==> src/rtl/trng_key_arbiter.sv <==
// trng_key_arbiter: round-robin sharing of one TRNG key source among N_REQ requesters,
// with valid/ack key handover, ack_read release pulse and per-requester error mapping.
module trng_key_arbiter #(
    parameter int N_REQ      = 4,
    parameter int N_BITS_KEY = 32,
    parameter int TIMEOUT    = 4096
) (
    input  logic                  clk_i,
    input  logic                  rst_ni,
    input  logic [N_REQ-1:0]      req_i,
    input  logic [N_REQ-1:0]      ack_i,
    output logic [N_REQ-1:0]      gnt_o,
    output logic [N_REQ-1:0]      valid_o,
    output logic [N_BITS_KEY-1:0] key_o,
    output logic [N_REQ-1:0]      err_o,
    output logic                  busy_o,
    output logic                  trng_en_o,
    output logic                  trng_ack_read_o,
    input  logic [N_BITS_KEY-1:0] trng_key_i,
    input  logic                  trng_ready_i,
    input  logic                  trng_intr_i
);
    localparam int IW = N_REQ > 1 ? $clog2(N_REQ) : 1;
    localparam int CW = TIMEOUT > 0 ? $clog2(TIMEOUT + 1) : 1;

    typedef enum logic [2:0] {IDLE, WAIT_KEY, DELIVER, RELEASE, ERROR} state_t;

    state_t                state, nxt;
    logic [IW-1:0]         ptr, idx, pick, inc_idx, nxt_idx, nxt_ptr;
    logic [CW-1:0]         cnt, nxt_cnt;
    logic [N_BITS_KEY-1:0] key_q, nxt_key;
    logic [N_REQ-1:0]      gnt_q, valid_q, err_q, oh;
    logic                  en_q, ack_read_q, timeout;

    // descending scan so the lowest offset from ptr wins
    always_comb begin
        pick = ptr;
        for (int i = N_REQ - 1; i >= 0; i--)
            if (req_i[IW'((int'(ptr) + i) % N_REQ)]) pick = IW'((int'(ptr) + i) % N_REQ);
    end

    assign inc_idx = (int'(idx) == N_REQ - 1) ? '0 : idx + 1'b1;
    assign timeout = (TIMEOUT != 0) && (cnt == CW'(TIMEOUT - 1));

    always_comb begin
        nxt     = state;
        nxt_idx = idx;
        nxt_ptr = ptr;
        nxt_key = key_q;
        case (state)
            IDLE: if (|req_i) begin
                nxt     = WAIT_KEY;
                nxt_idx = pick;
            end
            WAIT_KEY: begin
                if (trng_intr_i) nxt = ERROR;
                else if (!req_i[idx]) nxt = IDLE;
                else if (trng_ready_i) begin
                    nxt     = DELIVER;
                    nxt_key = trng_key_i;
                end else if (timeout) nxt = ERROR;
            end
            DELIVER: begin
                if (trng_intr_i) nxt = ERROR;
                else if (ack_i[idx] || !req_i[idx]) nxt = RELEASE;
            end
            RELEASE: begin
                nxt     = IDLE;
                nxt_ptr = inc_idx;
            end
            ERROR: if (req_i == '0) begin
                nxt     = IDLE;
                nxt_ptr = inc_idx;
            end
            default: nxt = IDLE;
        endcase
        if (nxt != DELIVER) nxt_key = '0;
        nxt_cnt = (state == WAIT_KEY && nxt == WAIT_KEY) ? (&cnt ? cnt : cnt + 1'b1) : '0;
        oh      = N_REQ'(1) << nxt_idx;
    end

    // outputs are registered from the next state so they line up with it
    always_ff @(posedge clk_i or negedge rst_ni) begin
        if (!rst_ni) begin
            state      <= IDLE;
            idx        <= '0;
            ptr        <= '0;
            cnt        <= '0;
            key_q      <= '0;
            gnt_q      <= '0;
            valid_q    <= '0;
            err_q      <= '0;
            en_q       <= 1'b0;
            ack_read_q <= 1'b0;
        end else begin
            state      <= nxt;
            idx        <= nxt_idx;
            ptr        <= nxt_ptr;
            cnt        <= nxt_cnt;
            key_q      <= nxt_key;
            gnt_q      <= (nxt == WAIT_KEY || nxt == DELIVER || nxt == RELEASE) ? oh : '0;
            valid_q    <= (nxt == DELIVER) ? oh : '0;
            err_q      <= (nxt == ERROR && state != ERROR) ? oh : '0;
            en_q       <= nxt == WAIT_KEY || nxt == DELIVER;
            ack_read_q <= nxt == RELEASE;
        end
    end

    assign gnt_o           = gnt_q;
    assign valid_o         = valid_q;
    assign err_o           = err_q;
    assign key_o           = |valid_q ? key_q : '0;
    assign busy_o          = state != IDLE;
    assign trng_en_o       = en_q;
    assign trng_ack_read_o = ack_read_q;
endmodule

==> config.mk <==
export PLATFORM = sky130hd
export DESIGN_NAME = trng_key_arbiter
export DESIGN_NICKNAME = d
export VERILOG_FILES = /design/src/rtl/trng_key_arbiter.sv
export SDC_FILE = /design/constraint.sdc
export NUM_CORES = 1
export LEC_CHECK = 0
export ABC_CLOCK_PERIOD_IN_PS = 3700
export BUFFER_PORTS_ARGS = -buffer_cell sky130_fd_sc_hd__buf_4
export CAP_MARGIN = 25
export CORE_AREA = 2 2 85 87
export CTS_BUF_LIST = sky130_fd_sc_hd__clkbuf_4 sky130_fd_sc_hd__clkbuf_8
export DETAILED_ROUTE_END_ITERATION = 16
export DIE_AREA = 0 0 87 89
export PLACE_DENSITY_LB_ADDON = 0.25
export REMOVE_ABC_BUFFERS = 1
export SETUP_SLACK_MARGIN = 0.02
export SLEW_MARGIN = 15
export SYNTH_ARGS = -nofsm -noshare
export SYNTH_HDL_FRONTEND = slang
export SYNTH_SLANG_ARGS = --single-unit
==> constraint.sdc <==
create_clock -name clk_i -period 3.7 [get_ports clk_i]
set_input_delay 0.185 -clock clk_i [delete_from_list [all_inputs] [get_ports clk_i]]
set_output_delay 0.185 -clock clk_i [all_outputs]
set_load 0.1 [all_outputs]
==> results.md, run 1 <==
- Status: finished clean
- Tot GR Track Use: 20.9%
- Post-DP Area: 3980 um^2
- GR Overflow Total: 0
- Fin area: 4200 um^2
- Vias: 2879
- CP Launch Type: flip-flop
- Power consumption: 2.33 mW
- Register area share after synthesis: 50.3%
- YS warnings: 0
- Synth Cell Area: 3280 um^2
- Footprint of the multi-input gates: 1500 um^2
- Finished Core Util: 62.4%
- CTS tree: yes
- Avg Cell Area, Syn: 9.00 um^2
- Critical Path Slowest Stage Cell: mux4_2
- Fraction of layout cells with a size suffix above 1: 26.0%
- Setup violators final: 0
- Fillers: 613
- Sw Share: 40.8%
- Top FF cell, synth: dfrtp_1
- Post-DR wirelength/cell: 14.4 um
- Setup Buffers After CTS: 0
- Switching power: 0.950 mW
- Detailed placement HPWL: 5400 um
- Drt total wl: 7670 um
- Relative slew slack: 45.2%
- Max Slew Vio Count: 0
- Leakage: 1.84 nW
- Min-Delay Path Class: input port to flip-flop
- DIE HEIGHT: 89 um
- Final Skew: 7.27 ps
- Number of synthesized flops with an enable pin: 0
- CTS clk-pin slew, worst paths: 70 ps
- Vias per cell: 5.40
- Count of state elements after synthesis: 66
- Routability cong.: 0.900
- H-tree depth: 3
- Crit end category: flip-flop
- Clock buffer depth: 2
- Crit path DAT: 2440 ps
- Max cap viols: 0
- Vias in the first global route: 2744
- Area Growth Syn to Fin: 27.7%
- Critical Path Max Stage Delay: 620 ps
- Period utilization: 60.2%
- RSZ-0062 raised after global routing: false
- CP max FO: 11
- Reg power frac: 37.5%
- Antenna Nets Post-Route: 0
- Register Area: 1650 um^2
- Worst-Margin Slew: 823 ps
- Initial drt markers: 196
- Ports: 91
- Nets: 495
- Worst hold slack: 87.7 ps
- FP Rows: 30
- Initial Util: 48.9%
- Critical Path RT: 3910 ps
- Initial antenna violation count: 0
- Combinational share of power: 37.1%
- Inst Count DP: 516
- CORE AREA: 6720 um^2
- Antenna diodes: 0
- CTS buffer count: 9
- Root Driver: clkbuf_8
- Pre-antenna DRT Iters: 4
- Die X: 87 um
- Final Hold Fails: 0
- Post-synth ARST share: 100%
- Final min period: 2230 ps
- Clk Latency, worst-skew pair: 330 ps
- # clock sinks: 66
- Internal power: 1.38 mW
- PwrDens: 555 nW/um^2
- Peak Freq: 0.449 GHz
- VDD IR-drop max: 0.505 mV
- PortBufs: 90
- Die ar.: 7740 um^2
- Mapped Cells: 365
- Worst path cell trace: mux4_2 -> nand4b_1 -> a21oi_1 -> nor4_2 -> nor2_1
- DRC: 0
- WS Path Type: flip-flop to flip-flop
- Netlist cell types: 50
- First-pass GRT wire length: 12700 um
- Largest net degree at the start of global routing: 67
- Non-filler instance count after layout: 533
- Clock network power share: 25.4%
==> registers in the layout, indices dropped and copies added (netlist names) <==
name / cells
trng_en_o: 1
trng_ack_read_o: 1
ptr: 2
state: 3
cnt: 13
key_q: 32
gnt_o: 4
idx: 2
valid_o: 4
err_o: 4
==> synth_stat cells, drive strengths merged, types with 2 or more instances <==
cell    count  area (um^2)
nor2       26          100
nor4        4         31.3
xor2        3         26.3
nand2b      3         18.8
mux4        2         45.0
and3        2         12.5
ha          2         25.0
inv         6         22.5
clkbuf      9         35.0
nand3       9         45.0
dfrtp      66         1650
o211ai      3         22.5
nor2b      35          219
a21boi      3         22.5
nand2      79          299
buf        13         83.8
or4         2         15.0
or3         3         18.8
and4        4         35.0
a211oi      3         22.5
a31oi       5         31.3
nand4       3         25.0
a21oi      45          225
o21ai       9         45.0
nor3        8         51.3
==> area by class of cell <==
| cell class | instances | area share (%) |
|---|---|---|
| Sequential cell | 66 | 39.4 |
| Multi-Input combinational cell | 271 | 35.7 |
| Timing Repair Buffer | 95 | 17.4 |
| Clock buffer | 12 | 3.64 |
| Tap cell | 80 | 2.39 |
| Clock inverter | 3 | 0.954 |
| Inverter | 6 | 0.537 |
==> path summary, 6_finish.rpt <==
kind                                 from         to  slack, ps  depth (start not counted)
setup / recovery                   idx[1]   gnt_o[3]       1470                          5
hold / removal             trng_key_i[12]  key_q[12]         90                          3
setup reg to reg                   idx[1]   gnt_o[3]       1470                          5
hold reg to reg                 key_q[29]  key_q[29]        520                          2
max in group asynchronous          rst_ni     cnt[7]       2670                          2
min in group asynchronous          rst_ni  key_q[15]        490                          2
==> cells by family after synthesis <==
kind of cell	synth area share [%]
simple gates	27.9
flops	50.3
xor+xnor	0.800
fa+ha+maj	0.762
compound gates	14.3
buf+inv	4.30
mux	1.68
==> power by group through the flow <==
| stage | clock (mW) | combinational, mW | sequential (mW) |
|---|---|---|---|
| floorplan | 0 | 0.403 | 1.09 |
| global placement | 0 | 0.843 | 0.881 |
| detailed placement | 0 | 0.855 | 0.886 |
| CTS | 0.608 | 0.861 | 0.872 |
| global route | 0.642 | 0.936 | 0.886 |
| finish | 0.592 | 0.864 | 0.874 |
==> metal layers <==
layer | GRT usage (%) | share of wire, %
met5 | 0 | 0
met1 | 28.2 | 45
met3 | 5.63 | 7.2
met4 | 7.81 | 1.3
met2 | 32.7 | 46
==> critical path, delay by kind of cell, from the launching register on <==
kind | cells | cell delay, ps
AO/OA/AOI/OAI | 1 | 140
flip-flops | 1 | 460
multiplexers | 1 | 620
AND/OR/NAND/NOR | 3 | 880
==> repair_timing <==
action,CTS,global route
hold buffers,1,0
hold endpoints to repair,66,0
gates resized for setup,0,0
==> cells in the final DEF, fill, tap and decap left out, types with 3 or more instances in the layout <==
cell and count:
clkbuf_8 10, xor2_1 3, nor2_1 25, nor3_1 7, a31oi_1 5, nor2b_1 35
o21ai_0 9, or3_1 3, inv_1 6, nand2_1 78, nand3_1 9, o211ai_1 3
nand2b_1 3, and4_1 4, dfrtp_1 66, a21oi_1 45, a211oi_1 3, a21boi_0 3
buf_4 92
==> metrics by stage <==
| stage | worst slack (ps) | setup TNS (ps) |
|---|---|---|
| 2_1_floorplan | -1010 | -32280 |
| 3_3_place_gp | 1370 | 0 |
| 3_5_place_dp | 1270 | 0 |
| 4_1_cts | 1250 | 0 |
| 5_1_grt | 1280 | 0 |
| 6_report | 1470 | 0 |
Power figures use the tool's default switching activity.
==> run 2: changes to the inputs <==
--- a/config.mk
+++ b/config.mk
@@ -5,13 +5,14 @@
 export SDC_FILE = /design/constraint.sdc
 export NUM_CORES = 1
 export LEC_CHECK = 0
-export ABC_CLOCK_PERIOD_IN_PS = 3700
+export ABC_AREA = 1
+export ABC_CLOCK_PERIOD_IN_PS = 2110
 export BUFFER_PORTS_ARGS = -buffer_cell sky130_fd_sc_hd__buf_4
 export CAP_MARGIN = 25
-export CORE_AREA = 2 2 85 87
+export CORE_AREA = 2 2 87 89
 export CTS_BUF_LIST = sky130_fd_sc_hd__clkbuf_4 sky130_fd_sc_hd__clkbuf_8
 export DETAILED_ROUTE_END_ITERATION = 16
-export DIE_AREA = 0 0 87 89
+export DIE_AREA = 0 0 89 91
 export PLACE_DENSITY_LB_ADDON = 0.25
 export REMOVE_ABC_BUFFERS = 1
 export SETUP_SLACK_MARGIN = 0.02
==> constraint.sdc (replaced) <==
create_clock -name clk_i -period 2.11 [get_ports clk_i]
set_input_delay 0.1055 -clock clk_i [delete_from_list [all_inputs] [get_ports clk_i]]
set_output_delay 0.1055 -clock clk_i [all_outputs]
set_load 0.1 [all_outputs]
==> run 2 against run 1 <==
Non-clock buffer count grew 4. Critical path depth up 5. Via count up 9.0%. Critical path type unchanged. Critical endpoint is now key_q[14]. Wire length rose by 5.3%.
==> results.md, run 2 <==
- YS warnings: 0 (unchanged)
- Initial drt markers: 230 (+17%)
- Crit path DAT: 2120 ps (-320 ps)
- Crit-path leading delay family: simple AND/OR/NAND/NOR gates
- Root Driver: clkbuf_8
- Clock buffer depth: 2 (unchanged)
- CP max FO: 13 (+2)
- Area Growth Syn to Fin: 30.8%
- Drt total wl: 8080 um (+5.3%)
- Vias in the first global route: 3144 (+15%)
- Reg2Reg Setup Slack: 240 ps (-1230 ps)
- Synth Cell Area: 3460 um^2 (+5.4%)
- Largest cells by area after synthesis: dfrtp_1 (48%), nand2_1 (15%), nor2_1 (7.2%)
- Detailed placement HPWL: 5800 um (+7.3%)
- Netlist cell types: 33 (-34%)
- Mapped Cells: 452 (+24%)
- Final Skew: 9.62 ps (+2.35 ps)
- Vias: 3139 (+9.0%)
- Number of synthesized flops with an enable pin: 0 (unchanged)
- Hold path start: trng_key_i[16]
- DRC: 0 (unchanged)
- Antenna diodes: 0 (unchanged)
- First-pass GRT wire length: 13900 um (+10%)
- Clk Latency, worst-skew pair: 330 ps (about the same)
- Fillers: 648 (+5.7%)
- Vias per cell: 4.81 (-11%)
- Xor and xnor area share after synthesis: 0.506% (-0.29 points)
- Setup_tns: 0 ps (unchanged)
- Pre-antenna DRT Iters: 4 (unchanged)
- Largest registers: key_q x32, cnt x13
- DIE HEIGHT: 91 um (+2.2%)
- Register area share after synthesis: 47.7% (-2.6 points)
- FP Rows: 31 (+3.3%)
- Antenna Nets Post-Route: 0 (unchanged)
- Pre-CTS setup slack: 234 ps (-1030 ps)
- Hold path endpoint: key_q[16]
- CTS tree: yes
- Period utilization: 88.5% (+28 points)
- Worst path cell trace: ha_1 -> inv_1 -> nor2_2 -> nand4_1 -> nand3_1 -> nand2_1 -> nand2_2 -> nand3_4 -> buf_12 -> a21oi_1
- Crit path buf inv count: 2 (+2)
- PwrDens: 1030 nW/um^2 (+85%)
- Final worst setup slack: 243 ps (-1230 ps)
- Peak Freq: 0.536 GHz (+19%)
- RSZ-0062 raised after global routing: false
- CORE AREA: 7140 um^2 (+6.2%)
- Critical Path Max Stage Delay: 380 ps (-240 ps)
- Avg Cell Area, Syn: 7.66 um^2 (-15%)
- Post-Synth Simple-Gate Area: 31.5% (+3.6 points)
- CP Launch Type: flip-flop
- Most instantiated cells after synthesis: nand2_1 (141), dfrtp_1 (66), nor2_1 (66)
- Die ar.: 8100 um^2 (+4.6%)
- Leakage: 2.06 nW (+12%)
- GR Overflow Total: 0 (unchanged)
- Relative slew slack: 43.9% (-1.3 points)
- Worst-Margin Slew: 842 ps (+19.2 ps)
- Register Area: 1650 um^2 (unchanged)
- Post-DR wirelength/cell: 12.4 um (-14%)
- Die X: 89 um (+2.3%)
- Initial antenna violation count: 0 (unchanged)
- CTS clk-pin slew, worst paths: 70 ps (about the same)
- Ports: 91 (unchanged)
- Worst hold slack: 22.7 ps (-65.0 ps)
- Max cap viols: 0 (unchanged)
- Top FF cell, synth: dfrtp_1
- CTS buffer count: 9 (unchanged)
- PortBufs: 90 (unchanged)
- Critical Path Slowest Stage Cell: dfrtp_1
- Setup violators final: 0 (unchanged)
- VDD IR-drop max: 1.38 mV (+170%)
- Post-synthesis adder-cell area fraction: 0.723% (-0.039 points)
- Largest net degree at the start of global routing: 67 (unchanged)
- Final min period: 1870 ps (-362 ps)
- Largest family of logic cells by synthesized area: simple AND/OR/NAND/NOR gates
- Final Hold Fails: 0 (unchanged)
- Count of state elements after synthesis: 66 (unchanged)
- Commonest cells after routing, fill and taps aside: nand2_1 (141), buf_4 (94), nor2_1 (66), dfrtp_1 (66), inv_1 (59)
- Commonest non-fill, non-tap cell in the layout: nand2_1
- Worst r2r src: cnt[0]
- Max Slew Vio Count: 0 (unchanged)
- Status: finished clean
- Largest register FFs: 32 (unchanged)
- # clock sinks: 66 (unchanged)
- H-tree depth: 3 (unchanged)
- Mux contribution to synthesized area: 0% (-1.7 points)
- Fraction of layout cells with a size suffix above 1: 28.6% (+2.5 points)
- Area leader, netlist: dfrtp_1
- Critical Path RT: 2360 ps (-1550 ps)
- Top-count cell post-synth: nand2_1
- WS Path Type: flip-flop to flip-flop
- Crit end category: flip-flop
- Nets: 594 (+20%)
- Synth Area in Compound Gates: 10.2% (-4.1 points)
- Reg2Reg Depth: 10 (+5)
- Most flop-heavy register: key_q
- R2r endpoint: key_q[14]
- Routability cong.: 0.829 (-7.9%)
- Footprint of the multi-input gates: 1510 um^2 (+0.50%)
- Tot GR Track Use: 21.6% (+0.62 points)
- Initial Util: 48.5% (-0.36 points)
- Post-synth top area share: 47.7% (-2.6 points)
- Min-Delay Path Class: input port to flip-flop
- Post-synth ARST share: 100% (unchanged)
- Hold Path Depth: 3 (unchanged)
[run 2: cell types whose count changed in the layout (fill, tap and decap cells not counted), sizes merged, moves of 4 or more]
cell	previous run	this run
nand2	79	144
inv	6	64
nor2	26	69
nor2b	35	0
nand3	9	23
a21oi	45	36
and4	4	0
[run 2: worst min-delay path, stage by stage]
cell and delay [ps]:
buf_4 110, nand2_1 50, a21oi_1 50
[run 2: where the power goes]
group	switching, mW	internal (mW)
Sequential	0.126	1.39
Clock	0.474	0.707
Combinational	1.43	0.508
Total	2.03	2.61
[run 2: layer usage]
metal	vias to the layer above	GRT usage, %	part of all wire (%)
met5	-	0	0
met4	0	8.08	1.8
met3	13	3.27	4.8
met2	84	34.2	48
met1	1456	29.7	46
li1	1586	-	-
[run 2: cell families (layout without fill, tap and decap cells)]
group                      after synthesis  after routing
DFF                                     66             66
AOI/OAI and AO/OA                       49             49
and+or+nand+nor                        255            255
adders and majority gates                2              2
xor gates and xnor gates                 2              2
buffers and inverters                   78            179
[run 2: timing repair]
item                                   in CTS  in global routing
endpoints found under the hold margin      67                  0
gates resized for setup                     0                  2
buffers inserted                            0                  0
hold buffers                                2                  0
setup endpoints to repair                   0                  6
[run 2: metrics by stage]
stage	util, %	instances	power (mW)	instance area [um^2]
after CTS	63.3	652	4.68	4520
after detailed placement	59.9	634	3.48	4270
after floorplan	-	438	2.96	3380
after global routing	63.5	652	4.95	4530
after global placement	59.9	634	3.46	4270
final	63.5	652	4.64	4530
[run 2: worst max path at each step]
stage               startpoint        end  slack [ps]  cells past startpoint
finish                  cnt[0]  key_q[14]         240                     10
global route            cnt[0]  key_q[11]          20                     10
CTS                     cnt[0]     cnt[9]         200                     10
detailed placement      cnt[0]     cnt[9]         230                     10
global placement        cnt[0]     cnt[9]         220                     10
floorplan           valid_o[1]   key_o[0]       -2590                      2
[run 2: cell type report]
class	count	share of cell area, %
flip-flops and latches	66	36.5
multi-input cells	308	33.2
repair buffers	99	17.3
inverters	64	5.30
clock buffers	11	3.20
well taps	99	2.73
clock inverters	5	1.71
